### src/rtl/bus_dma_pkg.sv
// Shared types and constants for the bus_dma phi2 bus copy engine.
package bus_dma_pkg;

  typedef enum logic [1:0] {
    StIdle,
    StRd,
    StWr,
    StDone
  } dma_state_e;

  localparam logic [1:0] PH_DRIVE  = 2'd1;
  localparam logic [1:0] PH_RISE   = 2'd2;
  localparam logic [1:0] PH_SAMPLE = 2'd3;

  localparam logic BUS_IDLE_RW = 1'b1;
  localparam logic BUS_IDLE_EN = 1'b0;

endpackage

### src/rtl/bus_phase_gen.sv
// Free-running 4-clock bus phase counter with registered phi2 and per-phase strobes.
module bus_phase_gen
  import bus_dma_pkg::*;
(
  input  logic       clk_i,
  input  logic       rst_i,
  output logic [1:0] phase_o,
  output logic       phi2_o,
  output logic       drive_stb_o,
  output logic       sample_stb_o,
  output logic       commit_stb_o
);

  logic [1:0] phase_q, phase_d;
  logic       phi2_q, phi2_d;

  always_comb begin
    phase_d = phase_q + 2'd1;
    phi2_d  = (phase_d >= PH_RISE);
  end

  always_ff @(posedge clk_i) begin
    if (rst_i) begin
      phase_q <= '0;
      phi2_q  <= 1'b0;
    end else begin
      phase_q <= phase_d;
      phi2_q  <= phi2_d;
    end
  end

  assign phase_o      = phase_q;
  assign phi2_o       = phi2_q;
  // Strobes mark the clock whose rising edge performs the action.
  assign drive_stb_o  = (phase_q == PH_DRIVE - 2'd1);
  assign sample_stb_o = (phase_q == PH_SAMPLE);
  assign commit_stb_o = (phase_q == PH_SAMPLE);

endmodule

### src/rtl/bus_dma.sv
// Single-command phi2 bus copy engine (read source byte, write destination byte).
// Optional fill mode is built when BUS_DMA_FILL_EN is defined.
module bus_dma
  import bus_dma_pkg::*;
(
  input  logic        i_clk,
  input  logic        i_rst,
  input  logic        i_cmd_valid,
  output logic        o_cmd_ready,
  input  logic [15:0] i_cmd_src,
  input  logic [15:0] i_cmd_dst,
  input  logic [15:0] i_cmd_len,
  input  logic        i_cmd_fill,
  input  logic [7:0]  i_cmd_fill_data,
  output logic        o_busy,
  output logic        o_done,
  output logic        o_phi2,
  output logic [15:0] o_addr,
  output logic        o_rw,
  output logic        o_en,
  output logic [7:0]  o_wdata,
  input  logic [7:0]  i_rdata
);

  dma_state_e  state_q, state_d;
  logic [15:0] src_q, src_d, dst_q, dst_d, len_q, len_d, idx_q, idx_d;
  logic        fill_q, fill_d;
  logic [7:0]  data_q, data_d;
  logic        started_q, started_d;
  logic [15:0] addr_q, addr_d;
  logic        rw_q, rw_d, en_q, en_d;
  logic [7:0]  wdata_q, wdata_d;

  logic [1:0]  phase;
  logic        drive_stb, sample_stb, commit_stb;
  logic        fill_cmd;
  logic [7:0]  fill_byte;

`ifdef BUS_DMA_FILL_EN
  assign fill_cmd  = i_cmd_fill;
  assign fill_byte = i_cmd_fill_data;
`else
  logic unused_fill;
  assign unused_fill = ^{i_cmd_fill, i_cmd_fill_data};
  assign fill_cmd    = 1'b0;
  assign fill_byte   = 8'h00;
`endif

  logic unused_phase;
  assign unused_phase = ^phase;

  bus_phase_gen u_phase (
    .clk_i        (i_clk),
    .rst_i        (i_rst),
    .phase_o      (phase),
    .phi2_o       (o_phi2),
    .drive_stb_o  (drive_stb),
    .sample_stb_o (sample_stb),
    .commit_stb_o (commit_stb)
  );

  assign o_cmd_ready = (state_q == StIdle) && !i_rst;

  always_comb begin
    state_d   = state_q;
    src_d     = src_q;
    dst_d     = dst_q;
    len_d     = len_q;
    idx_d     = idx_q;
    fill_d    = fill_q;
    data_d    = data_q;
    started_d = started_q;
    addr_d    = addr_q;
    rw_d      = rw_q;
    en_d      = en_q;
    wdata_d   = wdata_q;

    case (state_q)
      StIdle: begin
        if (i_cmd_valid && o_cmd_ready) begin
          src_d  = i_cmd_src;
          dst_d  = i_cmd_dst;
          len_d  = i_cmd_len;
          idx_d  = '0;
          fill_d = fill_cmd;
          if (fill_cmd) data_d = fill_byte;
          if (i_cmd_len == 16'd0) state_d = StDone;
          else if (fill_cmd)      state_d = StWr;
          else                    state_d = StRd;
        end
      end
      StRd: begin
        // started_q guards against a command accepted mid bus cycle.
        if (started_q && sample_stb) begin
          data_d    = i_rdata;
          started_d = 1'b0;
          state_d   = StWr;
        end
      end
      StWr: begin
        if (started_q && commit_stb) begin
          idx_d     = idx_q + 16'd1;
          started_d = 1'b0;
          if (idx_q + 16'd1 == len_q) state_d = StDone;
          else if (fill_q)            state_d = StWr;
          else                        state_d = StRd;
        end
      end
      StDone:  state_d = StIdle;
      default: state_d = StIdle;
    endcase

    // Bus outputs only change entering phase 1: hold after phi2 fall, setup before rise.
    if (drive_stb) begin
      if (state_q == StRd) begin
        addr_d    = src_q + idx_q;
        rw_d      = 1'b1;
        en_d      = 1'b1;
        started_d = 1'b1;
      end else if (state_q == StWr) begin
        addr_d    = dst_q + idx_q;
        rw_d      = 1'b0;
        en_d      = 1'b1;
        wdata_d   = data_q;
        started_d = 1'b1;
      end else begin
        rw_d = BUS_IDLE_RW;
        en_d = BUS_IDLE_EN;
      end
    end
  end

  always_ff @(posedge i_clk) begin
    if (i_rst) begin
      state_q   <= StIdle;
      src_q     <= '0;
      dst_q     <= '0;
      len_q     <= '0;
      idx_q     <= '0;
      fill_q    <= 1'b0;
      data_q    <= '0;
      started_q <= 1'b0;
      addr_q    <= '0;
      rw_q      <= BUS_IDLE_RW;
      en_q      <= BUS_IDLE_EN;
      wdata_q   <= '0;
    end else begin
      state_q   <= state_d;
      src_q     <= src_d;
      dst_q     <= dst_d;
      len_q     <= len_d;
      idx_q     <= idx_d;
      fill_q    <= fill_d;
      data_q    <= data_d;
      started_q <= started_d;
      addr_q    <= addr_d;
      rw_q      <= rw_d;
      en_q      <= en_d;
      wdata_q   <= wdata_d;
    end
  end

  assign o_busy  = (state_q != StIdle);
  assign o_done  = (state_q == StDone);
  assign o_addr  = addr_q;
  assign o_rw    = rw_q;
  assign o_en    = en_q;
  assign o_wdata = wdata_q;

endmodule
### config.mk
export PLATFORM = sky130hd
export DESIGN_NAME = bus_dma
export DESIGN_NICKNAME = d
export VERILOG_FILES = /design/src/rtl/bus_dma_pkg.sv /design/src/rtl/bus_phase_gen.sv /design/src/rtl/bus_dma.sv
export SDC_FILE = /design/constraint.sdc
export NUM_CORES = 1
export LEC_CHECK = 0
export ABC_AREA = 1
export BUFFER_PORTS_ARGS = -buffer_cell sky130_fd_sc_hd__buf_2
export CAP_MARGIN = 25
export CORE_ASPECT_RATIO = 0.5
export CORE_MARGIN = 1
export CORE_UTILIZATION = 51
export CTS_CLUSTER_SIZE = 14
export DETAILED_ROUTE_END_ITERATION = 10
export PLACE_DENSITY = 0.8
export SLEW_MARGIN = 25
export SYNTH_ARGS = -nofsm -noshare
export SYNTH_HDL_FRONTEND = slang
export SYNTH_HIERARCHICAL = 1
export SYNTH_SLANG_ARGS = --single-unit
### constraint.sdc
create_clock -name i_clk -period 2.52 [get_ports i_clk]
set_input_delay 0.252 -clock i_clk [delete_from_list [all_inputs] [get_ports i_clk]]
set_output_delay 0.252 -clock i_clk [all_outputs]
set_load 0.01 [all_outputs]
==> reports/results.tsv, run 1 <==
stage	metric	value	unit
timing	setup_viol	2	
drt	firstDrtPassIters	5	
place	hpwlAfterDp	10200	microns
layout	finalInstanceArea	6600	sq um
layout	syn2layout_area_growth	23.4	%
power	intPower	0.00330	W
power	power_density	779	nW/um^2
power	p_switching	0.00184	W
floorplanning	core_area	9790	sq um
critical_path	required	2.82	ns
timing	finalHoldViolations	0	
global_routing	grt_util_all_layers	0.264	
clock_tree	clk_path_buf_depth	2	
critical_path	critPathMaxStageDelay	0.36	ns
clock_tree	cts_root_buf	clkbuf_16	
clock_tree	numCtsBuffers	9	
global_routing	grt_pass1_vias	4805	
power	power_frac_clock	0.270	
drt	drt-total-wl	14500	microns
layout	layout-drive-gt1-share	0.213	
timing	tightest_slew	0.763	ns
critical_path	endpoint	o_addr[9]	
power	p_total	0.00514	W
floorplanning	dieArea	10900	sq um
place	placed_area	6120	sq um
critical_path	crit_path_start	state_q[1]	
drt	drc	0	
timing	timing.final.crit_share	1.03	
layout	nFillCells	839	
timing	clock_skew	0.0107	ns
power	pwr-share-seq	0.404	
run	cap_violations	0	
critical_path	worst_r2r_path_depth	16	
drt	met3_length	1310	microns
logic_synthesis	syn_area	5350	sq um
clock_tree	clk_pin_slew_worst_paths	0.08	ns
critical_path	crit_chain	inv_2 > ha_4 > buf_12 > buf_4 > nand2_1 > o21ai_0 > ha_1 > nand2_1 > inv_1 > a21oi_2 > o21ai_1 > a21oi_1 > or2_2 > nand3_1 > o211ai_1 > inv_1	
drt	wl_met1	6480	microns
critical_path	critPathSlowestCell	ha_1	
drt	top_layer	met4	
power	combPwrFrac	0.326	
global_routing	grt_pass1_wl	22400	microns
critical_path	crit_type	reg -> reg	
power	swShare	0.358	
clock_tree	clkSinkCount	103	
critical_path	end_kind	register	
timing	slew_viol_final	0	
timing	slew_headroom	0.491	
power	vdd_drop_max	355	uV
critical_path	worstSetupStartpointType	register	
floorplanning	rows	25	
drt	route.met2.wl	6530	microns
floorplanning	die_w	147	microns
drt	drt_iter0_markers	403	
logic_synthesis	netlist_instances	770	
timing	setup_slack	-0.0743	ns
timing	rsz0062_at_grt	yes	
critical_path	ff2ff_setup_slack	-0.07	ns
critical_path	rr_endpoint	o_addr[9]	
place	gp_congestion	0.914	
place	numPortBuffers	88	
critical_path	crit_fanout	7	
floorplanning	io_pins	98	
layout	post-route-util	0.674	
floorplanning	initial_core_util	0.546	
drt	wire_per_inst	14.2	microns
min_path	hp-class	in -> reg	
clock_tree	htree_levels	3	
run_status	violations	negative setup slack	
timing	fmax	0.385	GHz
drt	avgViaCountPerCell	5.29	
global_routing	grt-ovfl-total	0	
critical_path	cp.arrival	2.90	ns
global_routing	grt_max_degree	43	
logic_synthesis	synth.avg_cell_area	6.94	sq um
drt	drtAntennaViolNets	0	
drt	vias	5404	
logic_synthesis	synth_warnings	6	
timing	timing.final.crit_period	2.59	ns
critical_path	worstReg2RegStart	state_q[1]	
logic_synthesis	syn_nets	863	
power	power_leakage	3.08	nW
clock_tree	insertion_delay	0.36	ns
clock_tree	cts_tree	built	
global_routing	antenna_found_initial	0	
floorplanning	dieHeight	74.4	microns
run_status	outcome	finished, violations left	
layout	n_antenna_cell	0	
layout	finalNetCount	975	
layer usage:
| metal | global-route usage | vias to the layer above |
|---|---|---|
| met3 | 0.0650 | 24 |
| met1 | 0.343 | 2438 |
| met2 | 0.437 | 188 |
| met4 | 0.0880 | 0 |
| met5 | 0 | - |
| li1 | - | 2754 |
flip-flops by register name, indices dropped and copies added, names as in the netlist:
| name | count |
|---|---|
| len_q | 16 |
| state_q | 2 |
| u_phase/phase_o | 2 |
| o_addr | 16 |
| o_wdata | 8 |
| o_rw | 1 |
| idx_q | 16 |
| dst_q | 16 |
| started_q | 1 |
| o_en | 1 |
| data_q | 8 |
| src_q | 16 |
metrics by stage:
| stage | hold slack, ns | setup TNS (ns) | setup WS (ns) | instances |
|---|---|---|---|---|
| final | 0.0788 | -0.122 | -0.0743 | 1022 |
| after global routing | 0.0834 | -0.989 | -0.245 | 1022 |
| after CTS | 0.0742 | 0 | 0.00922 | 1012 |
| after detailed placement | 0.423 | -0.187 | -0.0612 | 996 |
| after global placement | 0.415 | 0 | 0.0329 | 996 |
| after floorplan | 0.323 | 0 | 0.00373 | 770 |
layout by cell type (no fill, tap or decap), drive strengths merged, types with 3 or more instances in the layout:
master	instances
buf	131
or2	3
a31oi	3
inv	104
nor4	3
xor2	8
nand4	5
o21ai	87
nand2	167
a21oi	86
nor3	3
clkbuf	11
o211ai	4
nor2	51
ha	24
dfxtp	103
nand3	76
a21o	4
what timing repair did:
item,CTS,global route
endpoints found under the setup margin,4,10
hold buffers,0,0
gates cloned,0,1
resized for setup,8,30
setup buffers,0,9
pin swaps,0,11
layout make-up:
cell class / instances / area [sq um] / share of cell area
repair buffers: 132 / 818 / 0.124
clock inverters: 6 / 57.6 / 0.00872
inverters: 100 / 375 / 0.0569
flip-flops and latches: 103 / 2060 / 0.313
multi-input cells: 536 / 2890 / 0.437
clock buffers: 10 / 229 / 0.0347
well taps: 135 / 169 / 0.0256
critical path, delay by kind of cell, from the launching register on:
family | cells | cell delay (ns)
fa+ha+maj | 2 | 0.54
buf+inv | 5 | 0.50
flops | 1 | 0.34
simple gates | 4 | 0.50
compound gates | 5 | 0.68
power groups by stage:
| stage | sequential, W | combinational, W | clock, W |
|---|---|---|---|
| floorplan | 0.00214 | 0.000909 | 0 |
| global placement | 0.00209 | 0.00146 | 0 |
| detailed placement | 0.00210 | 0.00151 | 0 |
| CTS | 0.00207 | 0.00153 | 0.00141 |
| global route | 0.00211 | 0.00187 | 0.00146 |
| finish | 0.00207 | 0.00168 | 0.00139 |
worst min-delay path by stage:
stage          slack [ns]                from            endpoint  cells past startpoint
2_1_floorplan        0.32               i_rst  u_phase/phase_o[1]                      1
3_3_place_gp         0.41  u_phase/phase_o[0]  u_phase/phase_o[0]                      1
3_5_place_dp         0.42  u_phase/phase_o[0]  u_phase/phase_o[0]                      1
4_1_cts              0.07        i_cmd_src[6]            src_q[6]                      3
5_1_grt              0.08        i_cmd_src[6]            src_q[6]                      3
6_report             0.08        i_cmd_src[6]            src_q[6]                      3
Power figures use the tool's default switching activity.
==> inputs of run 2 (changes only) <==
--- a/config.mk
+++ b/config.mk
@@ -5,9 +5,8 @@
 export SDC_FILE = /design/constraint.sdc
 export NUM_CORES = 1
 export LEC_CHECK = 0
-export ABC_AREA = 1
 export BUFFER_PORTS_ARGS = -buffer_cell sky130_fd_sc_hd__buf_2
-export CAP_MARGIN = 25
+export CAP_MARGIN = 20
 export CORE_ASPECT_RATIO = 0.5
 export CORE_MARGIN = 1
 export CORE_UTILIZATION = 51
==> run 2 against run 1 <==
Net effect:
- via count decreased by 4.4%
- power fell by 1.2%
- flip-flop and latch count unchanged
- critical endpoint is now o_addr[14]
- synthesized cell count decreased by 13%
- non-clock buffer count rose by 4
- the run still ends with negative setup slack left
- first-iteration DRC count shrank 9.2%
- design area rose by 3.0%
- critical path type unchanged
- clock power fell by 3%
- register-to-register slack is essentially flat
- sequential share of layout area decreased by 0.90 points
- setup slack improved by 0.0021 ns
==> reports/results.tsv, run 2 <==
stage	metric	value	unit
global_routing	grt_pass1_wl	22300	microns
drt	drtAntennaViolNets	0	
logic_synthesis	synth.avg_cell_area	8.04	sq um
critical_path	ff2ff_setup_slack	-0.07	ns
layout	n_antenna_cell	0	
layout	final_common_cell	nand2_1	
floorplanning	io_pins	98	
drt	drt_iter0_markers	366	
place	dp_slack	-0.124	ns
global_routing	antenna_found_initial	0	
clock_tree	cts_root_buf	clkbuf_16	
timing	timing.final.crit_period	2.59	ns
clock_tree	clk_path_buf_depth	2	
clock_tree	cts_tree	built	
drt	wl_met1	6630	microns
timing	tightest_slew	0.632	ns
logic_synthesis	synth_warnings	6	
layout	finalNetCount	875	
floorplanning	core_area	10200	sq um
global_routing	grt_pass1_vias	4741	
layout	nFillCells	819	
place	numPortBuffers	88	
floorplanning	dieArea	11000	sq um
layout	syn2layout_area_growth	26.4	%
power	power_leakage	3.13	nW
critical_path	cp.arrival	2.83	ns
run_status	violations	negative setup slack	
global_routing	grt_max_degree	61	
timing	timing.final.crit_share	1.03	
critical_path	endpoint	o_addr[14]	
critical_path	end_kind	register	
drt	route.met2.wl	6690	microns
timing	slew_viol_final	0	
place	gp_congestion	0.906	
drt	drt-total-wl	14300	microns
drt	top_layer	met4	
place	hpwlAfterDp	10100	microns
logic_synthesis	syn_area	5380	sq um
clock_tree	clk_pin_slew_worst_paths	0.07	ns
min_path	hp-class	in -> reg	
layout	post-route-util	0.665	
run	cap_violations	0	
global_routing	grt-ovfl-total	0	
layout	layout-drive-gt1-share	0.262	
floorplanning	initial_core_util	0.526	
drt	wire_per_inst	15.5	microns
global_routing	grt_util_all_layers	0.258	
critical_path	crit_fanout	6	
drt	met3_length	813	microns
critical_path	worstSetupStartpointType	register	
clock_tree	numCtsBuffers	9	
logic_synthesis	syn_nets	762	
floorplanning	dieHeight	74.6	microns
floorplanning	rows	26	
timing	rsz0062_at_grt	yes	
critical_path	worstReg2RegStart	state_q[1]	
drt	firstDrtPassIters	7	
critical_path	crit_type	reg -> reg	
clock_tree	insertion_delay	0.34	ns
drt	drc	0	
timing	fmax	0.386	GHz
critical_path	crit_path_start	state_q[1]	
power	power_density	747	nW/um^2
run_status	outcome	finished, violations left	
critical_path	worst_r2r_path_depth	12	
drt	vias	5165	
critical_path	required	2.76	ns
logic_synthesis	netlist_instances	669	
power	vdd_drop_max	393	uV
timing	setup_viol	5	
clock_tree	htree_levels	3	
drt	avgViaCountPerCell	5.58	
timing	clock_skew	0.00482	ns
timing	finalHoldViolations	0	
clock_tree	clkSinkCount	103	
critical_path	rr_endpoint	o_addr[14]	
floorplanning	die_w	147	microns
timing	slew_headroom	0.576	
layout	final_cell_mix	nand2_1, dfxtp_1, buf_2	
timing	setup_slack	-0.0721	ns
==> run 2: worst min path at each step <==
stage	start	endpoint	slack, ns	depth (start not counted)
after floorplan	i_rst	u_phase/phase_o[1]	0.32	1
after global placement	u_phase/phase_o[0]	u_phase/phase_o[0]	0.42	1
after detailed placement	u_phase/phase_o[0]	u_phase/phase_o[0]	0.43	1
after CTS	i_cmd_dst[14]	dst_q[14]	0.09	3
after global routing	i_cmd_dst[14]	dst_q[14]	0.08	3
final	i_cmd_dst[14]	dst_q[14]	0.09	3
==> run 2: critical path: stages (launching register included) <==
cell	delay, ns
dfxtp_2	0.32
inv_2	0.07
ha_4	0.18
mux2_4	0.32
ha_4	0.16
inv_2	0.05
fa_2	0.20
nor2b_2	0.05
o2111a_1	0.28
o311a_4	0.35
o211ai_1	0.19
a21oi_1	0.09
o41ai_1	0.23
==> run 2: layer usage <==
layer	vias up	global-route usage
met5	-	0
met4	0	0.0836
met3	24	0.0485
met2	159	0.437
met1	2425	0.340
li1	2557	-
==> run 2: layout make-up <==
cell class              instances  area, sq um  area share
clock buffers                  11          233      0.0342
inverters                      15         56.3     0.00829
clock inverters                 4         47.5     0.00700
repair buffers                136          817       0.120
multi-input cells             517         3400       0.501
flip-flops and latches        103         2060       0.304
well taps                     140          175      0.0258
==> run 2: metrics by stage <==
stage / setup TNS, ns / instances / total power (W) / hold WS, ns / instance area, sq um
after detailed placement: -0.558 / 906 / 0.00354 / 0.432 / 6270
after global placement: -0.222 / 906 / 0.00348 / 0.417 / 6270
after CTS: -0.193 / 923 / 0.00495 / 0.0867 / 6620
after global routing: -0.678 / 926 / 0.00533 / 0.0846 / 6800
after floorplan: -1.13 / 669 / 0.00300 / 0.324 / 5480
final: -0.199 / 926 / 0.00508 / 0.0904 / 6800
==> run 2: timing repair <==
action / 4_1_cts / 5_1_grt
hold buffers: 0 / 0
buffers inserted: 2 / 3
gates resized for setup: 8 / 25
pin swaps: 10 / 12
setup endpoints to repair: 9 / 9
==> run 2: where the power goes <==
| part | switching [W] | total [W] | internal (W) |
|---|---|---|---|
| logic | 0.000938 | 0.00172 | 0.000785 |
| registers | 0.000147 | 0.00200 | 0.00185 |
| clock network | 0.000590 | 0.00135 | 0.000762 |
| total | 0.00167 | 0.00508 | 0.00340 |
==> inputs of run 3 (changes only) <==
--- a/config.mk
+++ b/config.mk
@@ -7,12 +7,15 @@
 export LEC_CHECK = 0
 export BUFFER_PORTS_ARGS = -buffer_cell sky130_fd_sc_hd__buf_2
 export CAP_MARGIN = 20
+export CELL_PAD_IN_SITES_DETAIL_PLACEMENT = 1
+export CELL_PAD_IN_SITES_GLOBAL_PLACEMENT = 1
 export CORE_ASPECT_RATIO = 0.5
 export CORE_MARGIN = 1
-export CORE_UTILIZATION = 51
+export CORE_UTILIZATION = 37
 export CTS_CLUSTER_SIZE = 14
 export DETAILED_ROUTE_END_ITERATION = 10
-export PLACE_DENSITY = 0.8
+export PLACE_DENSITY = 0.79
+export SETUP_SLACK_MARGIN = 0.1
 export SLEW_MARGIN = 25
 export SYNTH_ARGS = -nofsm -noshare
 export SYNTH_HDL_FRONTEND = slang
==> run 3 against run 2 <==
Net effect:
- the run still ends with negative setup slack left
- sequential power barely moved
- routed wire length increased by 45%
- non-clock buffer count up 29
- utilization down 14 points
- design area increased by 8.0%
- critical path type unchanged
- largest power group unchanged
- highest routed layer unchanged
==> reports/results.tsv, run 3 (same netlist as run 2, synthesis figures left out) <==
stage	metric	value	unit
run_status	outcome	finished, violations left	
run_status	violations	negative setup slack	
floorplanning	core_area	13900	sq um
floorplanning	die_w	172	microns
clock_tree	cts_root_buf	clkbuf_16	
global_routing	grt_pass1_vias	5714	
layout	final_common_cell	nand2_1	
timing	slew_headroom	0.531	
clock_tree	clk_path_buf_depth	2	
critical_path	crit_fanout	7	
drt	wire_per_inst	20.5	microns
global_routing	grt-ovfl-total	0	
place	placed_area	6450	sq um
timing	slew_viol_final	0	
global_routing	use_met3	0.0541	
critical_path	worstSetupStartpointType	register	
place	gp_congestion	0.854	
floorplanning	initial_core_util	0.388	
critical_path	crit_chain	inv_2 > ha_4 > mux2_4 > ha_4 > inv_2 > fa_2 > nor2b_4 > o2111a_2 > o311a_4 > o211ai_1 > and3_1 > o41ai_2	
timing	finalHoldViolations	0	
timing	setup_viol	7	
global_routing	grt_util_met1	0.310	
layout	syn2layout_area_growth	36.5	%
place	hpwlAfterDp	12200	microns
floorplanning	io_pins	98	
floorplanning	dieArea	15000	sq um
timing	clock_skew	0.0119	ns
clock_tree	cts_tree	built	
critical_path	cp.arrival	2.94	ns
drt	avgViaCountPerCell	5.56	
layout	final_cell_mix	nand2_1, dfxtp_1, buf_2	
timing	fmax	0.368	GHz
floorplanning	rows	30	
timing	timing.final.crit_period	2.71	ns
critical_path	worst-path-buf-inv	2	
drt	drc	0	
clock_tree	clkSinkCount	103	
timing	setup_slack	-0.194	ns
power	power_leakage	3.34	nW
layout	layout-drive-gt1-share	0.328	
power	power_density	749	nW/um^2
floorplanning	dieHeight	87.2	microns
place	numPortBuffers	88	
layout	finalInstanceArea	7340	sq um
drt	drt_iter0_markers	331	
critical_path	required	2.75	ns
drt	drtAntennaViolNets	0	
critical_path	crit_type	reg -> reg	
drt	drt-total-wl	20700	microns
clock_tree	numCtsBuffers	9	
critical_path	critPathTopFamily	compound AO/OA/AOI/OAI gates	
drt	vias	5610	
clock_tree	clk_pin_slew_worst_paths	0.07	ns
place	dp_slack	-0.173	ns
global_routing	grt_busiest_layer	met2	
min_path	hp-class	in -> reg	
timing	timing.final.crit_share	1.08	
critical_path	ff2ff_setup_slack	-0.19	ns
critical_path	critPathMaxStageDelay	0.34	ns
layout	finalNetCount	904	
run	cap_violations	0	
power	vdd_drop_max	348	uV
global_routing	use_met2	0.467	
timing	tightest_slew	0.704	ns
critical_path	critPathSlowestCell	o311a_4	
critical_path	end_kind	register	
timing	rsz0062_at_grt	yes	
clock_tree	insertion_delay	0.36	ns
global_routing	grt_max_degree	61	
global_routing	antenna_found_initial	1	
global_routing	grt_pass1_wl	29800	microns
drt	firstDrtPassIters	4	
global_routing	grt_util_all_layers	0.262	
clock_tree	htree_levels	3	
run 3: cell types whose count changed in the layout (fill, tap and decap cells not counted), sizes merged:
cell	before	now
diode	0	1
clkinv	2	1
clkbuf	11	12
clkinvlp	1	2
buf	136	165
run 3: area by class of cell:
| type | count | area [sq um] |
|---|---|---|
| clock buffers | 12 | 256 |
| well taps | 192 | 240 |
| flip-flops and latches | 103 | 2070 |
| multi-input cells | 517 | 3610 |
| inverters | 15 | 63.8 |
| diodes | 1 | 2.50 |
| repair buffers | 165 | 1040 |
| clock inverters | 4 | 53.8 |
| fillers | 1632 | 6510 |
run 3: power by group:
part / internal (W) / total (W) / switching [W]
logic: 0.000875 / 0.00201 / 0.00114
registers: 0.00186 / 0.00201 / 0.000160
clock network: 0.000828 / 0.00147 / 0.000645
run 3: stage by stage:
| step | instances | setup TNS (ns) | utilization | hold WS, ns | total power, W |
|---|---|---|---|---|---|
| global placement | 975 | -0.427 | 0.466 | 0.413 | 0.00354 |
| detailed placement | 975 | -0.860 | 0.466 | 0.422 | 0.00360 |
| CTS | 1000 | -0.273 | 0.512 | 0.0762 | 0.00524 |
| floorplan | 669 | -1.13 | - | 0.324 | 0.00300 |
| finish | 1009 | -0.886 | 0.530 | 0.0753 | 0.00550 |
| global route | 1008 | -1.58 | 0.530 | 0.0848 | 0.00573 |
run 3: worst register-to-register path, cell delays in order (launching register included):
cell,delay (ns)
dfxtp_2,0.33
inv_2,0.07
ha_4,0.19
mux2_4,0.33
ha_4,0.17
inv_2,0.05
fa_2,0.23
nor2b_4,0.06
o2111a_2,0.27
o311a_4,0.34
o211ai_1,0.25
and3_1,0.22
o41ai_2,0.07
run 3: metal layers:
metal,vias to the layer above,part of all wire
li1,2607,-
met1,2802,0.43
met2,157,0.50
met3,44,0.044
met4,0,0.027
met5,-,0
run 3: what timing repair did:
item                       CTS  global route
pin swaps                   19            32
resized for setup           44            41
buffers inserted            10             9
setup endpoints to repair    9            16
hold buffers                 0             0
run 3: path summary, 6_finish.rpt:
kind                                           end  cells after the start               start
worst min-delay path                     dst_q[14]                      3       i_cmd_dst[14]
worst max-delay path                    o_addr[14]                     12          state_q[1]
worst min register to register  u_phase/phase_o[0]                      1  u_phase/phase_o[0]
worst max register to register          o_addr[14]                     12          state_q[1]
